===== config.mk =====
export PLATFORM = sky130hd
export DESIGN_NAME = fir_out_fifo
export DESIGN_NICKNAME = d
export VERILOG_FILES = /design/src/rtl/fir_out_fifo.sv
export SDC_FILE = /design/constraint.sdc
export NUM_CORES = 1
export LEC_CHECK = 0
export CAP_MARGIN = 20
export CELL_PAD_IN_SITES_DETAIL_PLACEMENT = 0
export CELL_PAD_IN_SITES_GLOBAL_PLACEMENT = 1
export CORE_MARGIN = 2
export CORE_UTILIZATION = 55
export CTS_BUF_LIST = sky130_fd_sc_hd__clkbuf_8
export DETAILED_ROUTE_END_ITERATION = 16
export PLACE_DENSITY = 0.95
export SLEW_MARGIN = 20
export SYNTH_ARGS = -nofsm -noshare
export SYNTH_HDL_FRONTEND = slang
export SYNTH_SLANG_ARGS = --single-unit

===== constraint.sdc =====
create_clock -name CLK -period 5.1 [get_ports CLK]
set_clock_uncertainty 0.05 [all_clocks]
set_input_delay 1.02 -clock CLK [delete_from_list [all_inputs] [get_ports CLK]]
set_output_delay 1.02 -clock CLK [all_outputs]
set_load 0.01 [all_outputs]

===== src/rtl/fir_out_fifo.sv =====
`default_nettype none
// ============================================================================
//  Module   : fir_out_fifo
//  Purpose  : Elastic output buffer behind the myfir filter. Every sample
//             flagged by VIN is captured into a synchronous FIFO and handed
//             to the sink with a valid/ready handshake (show-ahead DOUT).
//             A sample arriving while full with no pop is dropped and the
//             sticky OVF flag is raised.
//  Ports    : CLK    - clock, rising edge
//             RST_n  - synchronous active-low reset
//             CLR    - synchronous flush, active-high, beats push/pop
//             VIN    - input valid (myfir VOUT)
//             DIN    - input sample (myfir DOUT), two's complement
//             RDY    - sink ready
//             VOUT   - DOUT valid (~EMPTY)
//             DOUT   - head-of-FIFO sample, forced to 0 while empty
//             FULL   - COUNT == DEPTH
//             EMPTY  - COUNT == 0
//             COUNT  - occupancy 0..DEPTH
//             OVF    - sticky: a sample was dropped
//             MAXCNT - high-water mark of COUNT   (FIR_FIFO_STATS_EN only)
//             DROPS  - saturating drop counter    (FIR_FIFO_STATS_EN only)
//  Config   : define FIR_FIFO_STATS_EN to add the MAXCNT/DROPS statistics.
//  Revision : 1.0 - initial release
// ============================================================================
module fir_out_fifo #(
   parameter int WIDTH = 9,
   parameter int DEPTH = 8
) (
   input  logic                       CLK,
   input  logic                       RST_n,
   input  logic                       CLR,
   input  logic                       VIN,
   input  logic [WIDTH-1:0]           DIN,
   input  logic                       RDY,
   output logic                       VOUT,
   output logic [WIDTH-1:0]           DOUT,
   output logic                       FULL,
   output logic                       EMPTY,
   output logic [$clog2(DEPTH):0]     COUNT,
`ifdef FIR_FIFO_STATS_EN
   output logic [$clog2(DEPTH):0]     MAXCNT,
   output logic [7:0]                 DROPS,
`endif
   output logic                       OVF
);

   localparam int AW = $clog2(DEPTH);

   localparam logic [AW:0]   c_DEPTH   = (AW+1)'(DEPTH);
   localparam logic [AW:0]   c_CNT_ONE = (AW+1)'(1);
   localparam logic [AW-1:0] c_PTR_ONE = AW'(1);

   logic [WIDTH-1:0] r_mem [DEPTH];
   logic [AW-1:0]    r_wr;
   logic [AW-1:0]    r_rd;
   logic [AW:0]      r_count;
   logic             r_ovf;

   logic             w_full;
   logic             w_empty;
   logic             w_pop;
   logic             w_push;
   logic             w_drop;
   logic             w_wr_en;
   logic [AW:0]      w_cnt_nxt;

   // Status comes from the occupancy counter only; pointer equality is
   // ambiguous between full and empty.
   assign w_full  = (r_count == c_DEPTH);
   assign w_empty = (r_count == '0);

   // A pop frees a slot in the same edge, so a full FIFO still accepts
   // a push when the sink is taking the head.
   assign w_pop   = ~w_empty & RDY;
   assign w_push  = VIN & (~w_full | w_pop);
   assign w_drop  = VIN & w_full & ~w_pop;
   assign w_wr_en = RST_n & ~CLR & w_push;

   always_comb begin
      w_cnt_nxt = r_count;
      if (w_push & ~w_pop)
         w_cnt_nxt = r_count + c_CNT_ONE;
      else if (~w_push & w_pop)
         w_cnt_nxt = r_count - c_CNT_ONE;
   end

   // Storage is not reset; the pointers alone define what is valid.
   always_ff @(posedge CLK) begin
      if (w_wr_en)
         r_mem[r_wr] <= DIN;
   end

   always_ff @(posedge CLK) begin
      if (!RST_n || CLR) begin
         r_wr    <= '0;
         r_rd    <= '0;
         r_count <= '0;
         r_ovf   <= 1'b0;
      end else begin
         if (w_push)
            r_wr <= r_wr + c_PTR_ONE;
         if (w_pop)
            r_rd <= r_rd + c_PTR_ONE;
         r_count <= w_cnt_nxt;
         if (w_drop)
            r_ovf <= 1'b1;
      end
   end

`ifdef FIR_FIFO_STATS_EN
   logic [AW:0] r_maxcnt;
   logic [7:0]  r_drops;

   always_ff @(posedge CLK) begin
      if (!RST_n || CLR) begin
         r_maxcnt <= '0;
         r_drops  <= '0;
      end else begin
         if (w_cnt_nxt > r_maxcnt)
            r_maxcnt <= w_cnt_nxt;
         if (w_drop && (r_drops != 8'hFF))
            r_drops <= r_drops + 8'd1;
      end
   end

   assign MAXCNT = r_maxcnt;
   assign DROPS  = r_drops;
`endif

   assign VOUT  = ~w_empty;
   assign DOUT  = w_empty ? '0 : r_mem[r_rd];
   assign FULL  = w_full;
   assign EMPTY = w_empty;
   assign COUNT = r_count;
   assign OVF   = r_ovf;

endmodule
`default_nettype wire


==> impl_metrics.toml, run 1 <==
[outcome]
status = "finished clean"

[drt]
drt-total-wl_um = 6220
wl_met3_um = 210
wire_per_inst_um = 20.2
drt_iter0_markers = 105
wl_met1_um = 2680
met2_length_um = 3250
dr.pass1.iters = 6
ant_nets = 0
drc = 0
highest_layer = "met4"
num_vias = 1767
vias_per_cell = 5.74

[critical_path]
cpPeakStageDelay_ns = 0.87
cp-end-kind = "primary output"
critPathLaunchType = "flop"
crit_type = "flop to primary output"
worstPathRequired_ns = 4.03
r2r_start = "COUNT[1]"
slowest_stage = "dfxtp_1"
crit_fanout = 13
path_cells = "buf_4 > mux4_2 > mux2i_1 > nor2_1 > clkdlybuf4s50_1"
arrival_ns = 2.73

[hold_path]
hp-class = "flop to flop"
hold_path.startpoint = "OVF"

[placed_design]
hpwl_um = 4170
place.gp.congestion = 0.723
dpl-instance-area_sq_um = 3810
io_buffers = 30

[synthesis]
ys_seq_area_frac = 0.709
synth_area_leader_cell = "edfxtp_1"
netlist_top_cells_count = "edfxtp_1 (72), nor2_1 (26), mux4_2 (18), dfxtp_1 (14), mux2i_1 (10)"
synthTopCellsByArea = "edfxtp_1 (63%), mux4_2 (12%), dfxtp_1 (8.1%)"
synth_seq_cells = 86
avgSynthCellArea_sq_um = 17.7
syn_area_sq_um = 3440
ys_async_sr_fraction = 0
synth-edff-count = 72
synthDominantCellAreaShare = 0.628
synth.distinct_cells = 35
synth_warnings = 0
syn_nets = 214
ys.flop_type = "edfxtp_1"
yosysMostFrequentCell = "edfxtp_1"
synth_cells = 194

[cts]
htree_num_levels = 3
clk_pin_slew_ns = 0.07
cts_tree = "done"
numCtsBuffers = 9
clock_latency_ns = 0.34
clk_path_buf_depth = 2
cts_hold_buf = 0
cts_root_buffer = "clkbuf_8"
post_cts_resized = 0
cts_num_sinks = 86
cts_setup_buffers = 0

[cells_and_area]
drive_gt1_frac = 0.163
fin_nets = 250
area_growth_pct = 15.8
insertedDiodeCount = 0
fillers = 422
fin_area_sq_um = 3990
utilization = 0.665

[timing]
tightest_slew_ns = 1.02
drv_slew = 0
timing.fmax_mhz = 263
finalSetupViolations = 0
rsz0062_at_grt = "false"
finalCritPeriodShare = 0.745
min_period_ns = 3.80
hold_violations = 0
worst_slew_margin_rel = 0.316
tns_ns = 0

[global_routing]
grt_pass1_vias = 1803
grt_max_degree = 19
antenna_found_initial = 0
grt_overflow = 0
grt_usage = 0.195
grt_first_pass_wirelength_um = 9900

[floorplan]
io_pins = 31
floorplan.initialDensity = 0.575
die-area_sq_um = 6910
die_y_um = 83.1
die_w_um = 83.1
core_sq_um = 5990
rows = 28

[power_and_ir_drop]
power.density_nw_per_um2 = 354
ir_worst_vdd_uv = 226
p_leak_nw = 1.27

[job]
maxCapViolCount = 0
-- flip-flops by register name (all words and copies together) (netlist names), named ones only --
register and count:
r_mem 72, COUNT 4, OVF 1, r_wr 3, r_rd 3
-- per-layer routing --
layer  vias to the layer above  global-route usage
li1                        820                   -
met4                         0              0.0641
met1                       900               0.243
met5                         -                   0
met2                        40               0.338
met3                         7              0.0477
-- power by group --
group          leakage [nW]  internal [W]  switching [W]
clock network        0.0904      0.000219       0.000223
logic                 0.416     0.0000960      0.0000901
registers             0.762      0.000769      0.0000144
total                  1.27       0.00108       0.000327
-- cells in the final DEF, fill, tap and decap left out, types with 2 or more instances in the layout --
| cell type | instances |
|---|---|
| xor2_1 | 2 |
| nand2b_1 | 3 |
| clkinv_1 | 3 |
| dfxtp_1 | 14 |
| clkbuf_8 | 9 |
| inv_1 | 2 |
| mux4_2 | 18 |
| edfxtp_1 | 72 |
| ha_1 | 5 |
| nor2_1 | 26 |
| nand2_1 | 4 |
| a21oi_1 | 4 |
| clkdlybuf4s50_1 | 30 |
| buf_4 | 3 |
| mux2i_1 | 10 |
| nand3_1 | 6 |
| nor3_1 | 2 |
| xnor2_1 | 2 |
-- worst paths after layout --
check                                 to  slack, ns  depth (start not counted)
worst max register to register  COUNT[3]       2.44                          9
worst min-delay path                 OVF       0.44                          2
worst max-delay path             DOUT[4]       1.30                          5
worst min register to register       OVF       0.44                          2
-- layout make-up --
class	count	area, sq um	area share
Tap cell	75	93.8	0.0235
Timing Repair Buffer	33	323	0.0810
Clock inverter	5	51.3	0.0129
Multi-Input combinational cell	97	941	0.236
Inverter	3	11.3	0.00282
Clock buffer	9	124	0.0311
Sequential cell	86	2440	0.613
-- stage by stage --
stage	hold slack, ns	std cells	power [W]	setup slack (ns)
final	0.440	308	0.00141	1.30
after global routing	0.495	308	0.00146	1.07
after CTS	0.446	308	0.00142	1.23
after detailed placement	0.433	294	0.000986	1.47
after global placement	0.405	294	0.000980	1.61
after floorplan	0.404	194	0.000901	2.39
-- logic make-up after synthesis --
family,share of synthesized area
compound gates,0.0222
xor+xnor,0.0149
fa+ha+maj,0.0240
buf+inv,0.0174
flops,0.709
mux,0.147
simple gates,0.0654
-- critical path, delay by kind of cell, from the launching register on --
kind / cells / cell delay (ns)
AND/OR/NAND/NOR: 1 / 0.05
flip-flops: 1 / 0.87
multiplexers: 2 / 0.67
buffers and inverters: 2 / 0.79
Power figures use the tool's default switching activity.
==> run 2: changes to the inputs <==
- CORE_UTILIZATION: 55 -> 51
- PLACE_DENSITY: 0.95 -> 0.92
- clock period: 5.1 -> 3.75 ns (I/O delays scaled with it)
==> impl_metrics.toml, run 2 (synthesis gave the netlist of run 1 again) <==
[drt]
vias_per_cell = 5.59
drt_iter0_markers = 96
wire_per_inst_um = 18.9
drc = 0
num_vias = 1789
dr.pass1.iters = 4
drt-total-wl_um = 6040
ant_nets = 0

[floorplan]
die-area_sq_um = 7420
io_pins = 31
rows = 29
die_w_um = 86.2
die_y_um = 86.2
floorplan.initialDensity = 0.536
core_sq_um = 6420

[timing]
finalCritPeriodShare = 0.843
worst_slew_margin_rel = 0.539
hold_violations = 0
timing.fmax_mhz = 316
rsz0062_at_grt = "false"
tns_ns = 0
finalSetupViolations = 0
drv_slew = 0
min_period_ns = 3.16
tightest_slew_ns = 0.691

[global_routing]
grt_first_pass_wirelength_um = 9530
antenna_found_initial = 0
grt_usage = 0.178
grt_overflow = 0
grt_pass1_vias = 1804
grt_max_degree = 19

[cells_and_area]
area_growth_pct = 18.1
final_cell_mix = "edfxtp_1 (72), clkdlybuf4s50_1 (30), nor2_1 (26), mux4_2 (18), dfxtp_1 (14)"
drive_gt1_frac = 0.202
largest_register_ffs = 72
finalNonFillerCells = 320
fin_nets = 258
regMostFlops = "r_mem"
layout_commonest_cell = "edfxtp_1"
insertedDiodeCount = 0
utilization = 0.633
fillers = 461

[critical_path]
cp-end-kind = "primary output"
r2r_slack_ns = 1.04
crit_fanout = 10
crit_type = "flop to primary output"
critPathLaunchType = "flop"
worstPathRequired_ns = 2.95
arrival_ns = 2.36

[hold_path]
hp-class = "flop to flop"

[power_and_ir_drop]
power.density_nw_per_um2 = 480
ir_worst_vdd_uv = 220
netSwitchingPower_w = 0.000466
clkPwrFrac = 0.324
p_leak_nw = 1.32
seq_power_share = 0.542
switching_share = 0.239
internal_power_w = 0.00149
finalPower_w = 0.00195
comb_power_share = 0.134

[cts]
cts_setup_buffers = 0
cts_tree = "done"
post_cts_resized = 0
numCtsBuffers = 9
clk_path_buf_depth = 2
clock_latency_ns = 0.34
cts_hold_buf = 0
cts_root_buffer = "clkbuf_8"
cts_num_sinks = 86
clk_pin_slew_ns = 0.08
htree_num_levels = 3

[placed_design]
io_buffers = 30
dp_cells = 304
place.gp.congestion = 0.747
hpwl_um = 3920

[outcome]
status = "finished clean"

[job]
maxCapViolCount = 0
## run 2: worst max-delay path, stage by stage, from the launching register on
cell	delay [ns]
dfxtp_1	0.47
or4_1	0.31
clkinv_1	0.41
nor2_1	0.26
clkdlybuf4s50_1	0.57
## run 2: area by class of cell
class	instances	area, sq um	area share
sequential	86	2440	0.600
clock inverter	7	70.1	0.0172
clock buffer	9	124	0.0305
tap	77	96.3	0.0237
multi-input combinational	97	941	0.231
inverter	3	11.3	0.00277
timing repair buffer	41	383	0.0941
## run 2: path summary, 6_finish.rpt
check	endpoint	cells past startpoint	start
worst max-delay path	DOUT[2]	4	COUNT[0]
worst min register to register	OVF	2	OVF
worst max register to register	COUNT[3]	9	COUNT[1]
worst min-delay path	OVF	2	OVF
## run 2: routing by layer
metal | wire length [um] | track usage
met1 | 2720 | 0.239
met2 | 2990 | 0.286
met3 | 179 | 0.0308
met4 | 148 | 0.0866
met5 | 0 | 0
## run 2: power groups by stage
stage	sequential (W)	combinational, W	clock (W)
floorplan	0.00108	0.000144	0
global placement	0.00108	0.000257	0
detailed placement	0.00108	0.000264	0
CTS	0.00106	0.000265	0.000646
global route	0.00106	0.000283	0.000681
finish	0.00106	0.000262	0.000633
## run 2: through the flow
| step | hold WS [ns] | worst slack, ns | area, sq um |
|---|---|---|---|
| final | 0.425 | 0.590 | 4070 |
| after floorplan | 0.404 | 1.26 | 3440 |
| after CTS | 0.437 | 0.554 | 4070 |
| after global routing | 0.468 | 0.454 | 4070 |
| after global placement | 0.404 | 0.579 | 3870 |
| after detailed placement | 0.417 | 0.482 | 3870 |
==> run 3: changes to the inputs <==
- CORE_UTILIZATION: 51 -> 46
- PLACE_DENSITY: 0.92 -> 0.88
- clock period: 3.75 -> 2.8 ns (I/O delays scaled with it)
==> impl_metrics.toml, run 3 (synthesis gave the netlist of run 1 again) <==
[outcome]
status = "finished clean"

[cells_and_area]
final_cell_mix = "edfxtp_1 (72), clkdlybuf4s50_1 (27), nor2_1 (26), buf_4 (20), mux4_2 (18)"
layout_commonest_cell = "edfxtp_1"
area_growth_pct = 22.6
finalNonFillerCells = 353
fin_nets = 269
fin_area_sq_um = 4220
seqCellArea_sq_um = 2450
drive_gt1_frac = 0.248
regMostFlops = "r_mem"
largest_register_ffs = 72
insertedDiodeCount = 0
fillers = 560
multi_input_area_sq_um = 945

[cts]
cts_tree = "done"
cts_hold_buf = 0
cts_num_sinks = 86
numCtsBuffers = 9
cts_root_buffer = "clkbuf_8"
clk_pin_slew_ns = 0.08
clk_path_buf_depth = 2
htree_num_levels = 3
clock_latency_ns = 0.34

[drt]
drc = 0
drt_iter0_markers = 98
dr.pass1.iters = 4
vias_per_cell = 5.33
num_vias = 1883
wire_per_inst_um = 17.6
drt-total-wl_um = 6220
ant_nets = 0

[floorplan]
die-area_sq_um = 8190
die_y_um = 90.5
die_w_um = 90.5
core_sq_um = 7250
io_pins = 31
floorplan.initialDensity = 0.475
rows = 31

[placed_design]
dpl-instance-area_sq_um = 3970
pre_cts_ws_ns = 0.115
hpwl_um = 4070
place.gp.congestion = 0.722
io_buffers = 30
dp_cells = 334

[global_routing]
grt_pass1_vias = 1862
grt_max_degree = 19
grt_overflow = 0
grt_usage = 0.158
grt_first_pass_wirelength_um = 9780
antenna_found_initial = 0

[critical_path]
crit_type = "flop to primary output"
crit_fanout = 9
r2r_slack_ns = 0.34
critPathLaunchType = "flop"
arrival_ns = 2.07
worstPathRequired_ns = 2.19
reg2regPathDepth = 10
cp-end-kind = "primary output"

[timing]
finalSetupViolations = 0
rsz0062_at_grt = "false"
min_period_ns = 2.68
drv_slew = 0
hold_violations = 0
tns_ns = 0
worst_slew_margin_rel = 0.711
tightest_slew_ns = 0.433
finalCritPeriodShare = 0.957
timing.fmax_mhz = 373
setup_slack_ns = 0.119

[power_and_ir_drop]
p_leak_nw = 1.41
seq_power_share = 0.534
comb_power_share = 0.146
internal_power_w = 0.00201
ir_worst_vdd_uv = 270
switching_share = 0.240
finalPower_w = 0.00265
netSwitchingPower_w = 0.000634
clkPwrFrac = 0.321
power.density_nw_per_um2 = 627

[hold_path]
holdPathStages = 2
hp-class = "flop to flop"

[job]
maxCapViolCount = 0
==> run 3: worst paths after layout <==
path / start / to
worst max-delay path: flop / DOUT[2]
worst min-delay path: OVF / OVF
worst max register to register: COUNT[1] / COUNT[3]
worst min register to register: OVF / OVF
==> run 3: area by class of cell <==
class | count | share of cell area
clock buffers | 9 | 0.0294
clock inverters | 7 | 0.0172
inverters | 3 | 0.00326
multi-input cells | 97 | 0.224
flip-flops and latches | 86 | 0.580
well taps | 99 | 0.0294
repair buffers | 52 | 0.117
==> run 3: power groups by stage <==
stage                     Sequential (W)  Clock (W)  Combinational (W)
after floorplan                  0.00145          0           0.000193
after global placement           0.00144          0           0.000365
after detailed placement         0.00144          0           0.000374
after CTS                        0.00141   0.000866           0.000373
after global routing             0.00141   0.000915           0.000423
final                            0.00141   0.000849           0.000386
==> run 3: routing by layer <==
metal	share of wire	vias to the layer above	GRT usage
met1	0.44	955	0.206
met2	0.50	49	0.258
met4	0.020	0	0.0692
li1	-	867	-
met3	0.040	12	0.0309
met5	0	-	0
==> run 3: per-stage QoR <==
step / util / hold slack (ns)
final: 0.582 / 0.435
after global routing: 0.582 / 0.473
after CTS: 0.575 / 0.437
after detailed placement: 0.548 / 0.413
after floorplan: - / 0.404
after global placement: 0.548 / 0.406
==> run 3: worst max-delay path, cell delays in order, from the launching register on <==
cell             delay [ns]
dfxtp_4                0.38
clkbuf_16              0.17
mux4_2                 0.50
mux2i_1                0.14
nor2_1                 0.06
clkdlybuf4s50_1        0.47
==> run 3: repair_timing <==
action,in CTS,in global routing
gates cloned,0,1
endpoints found under the setup margin,10,8
resized for setup,3,5
buffers inserted,0,2
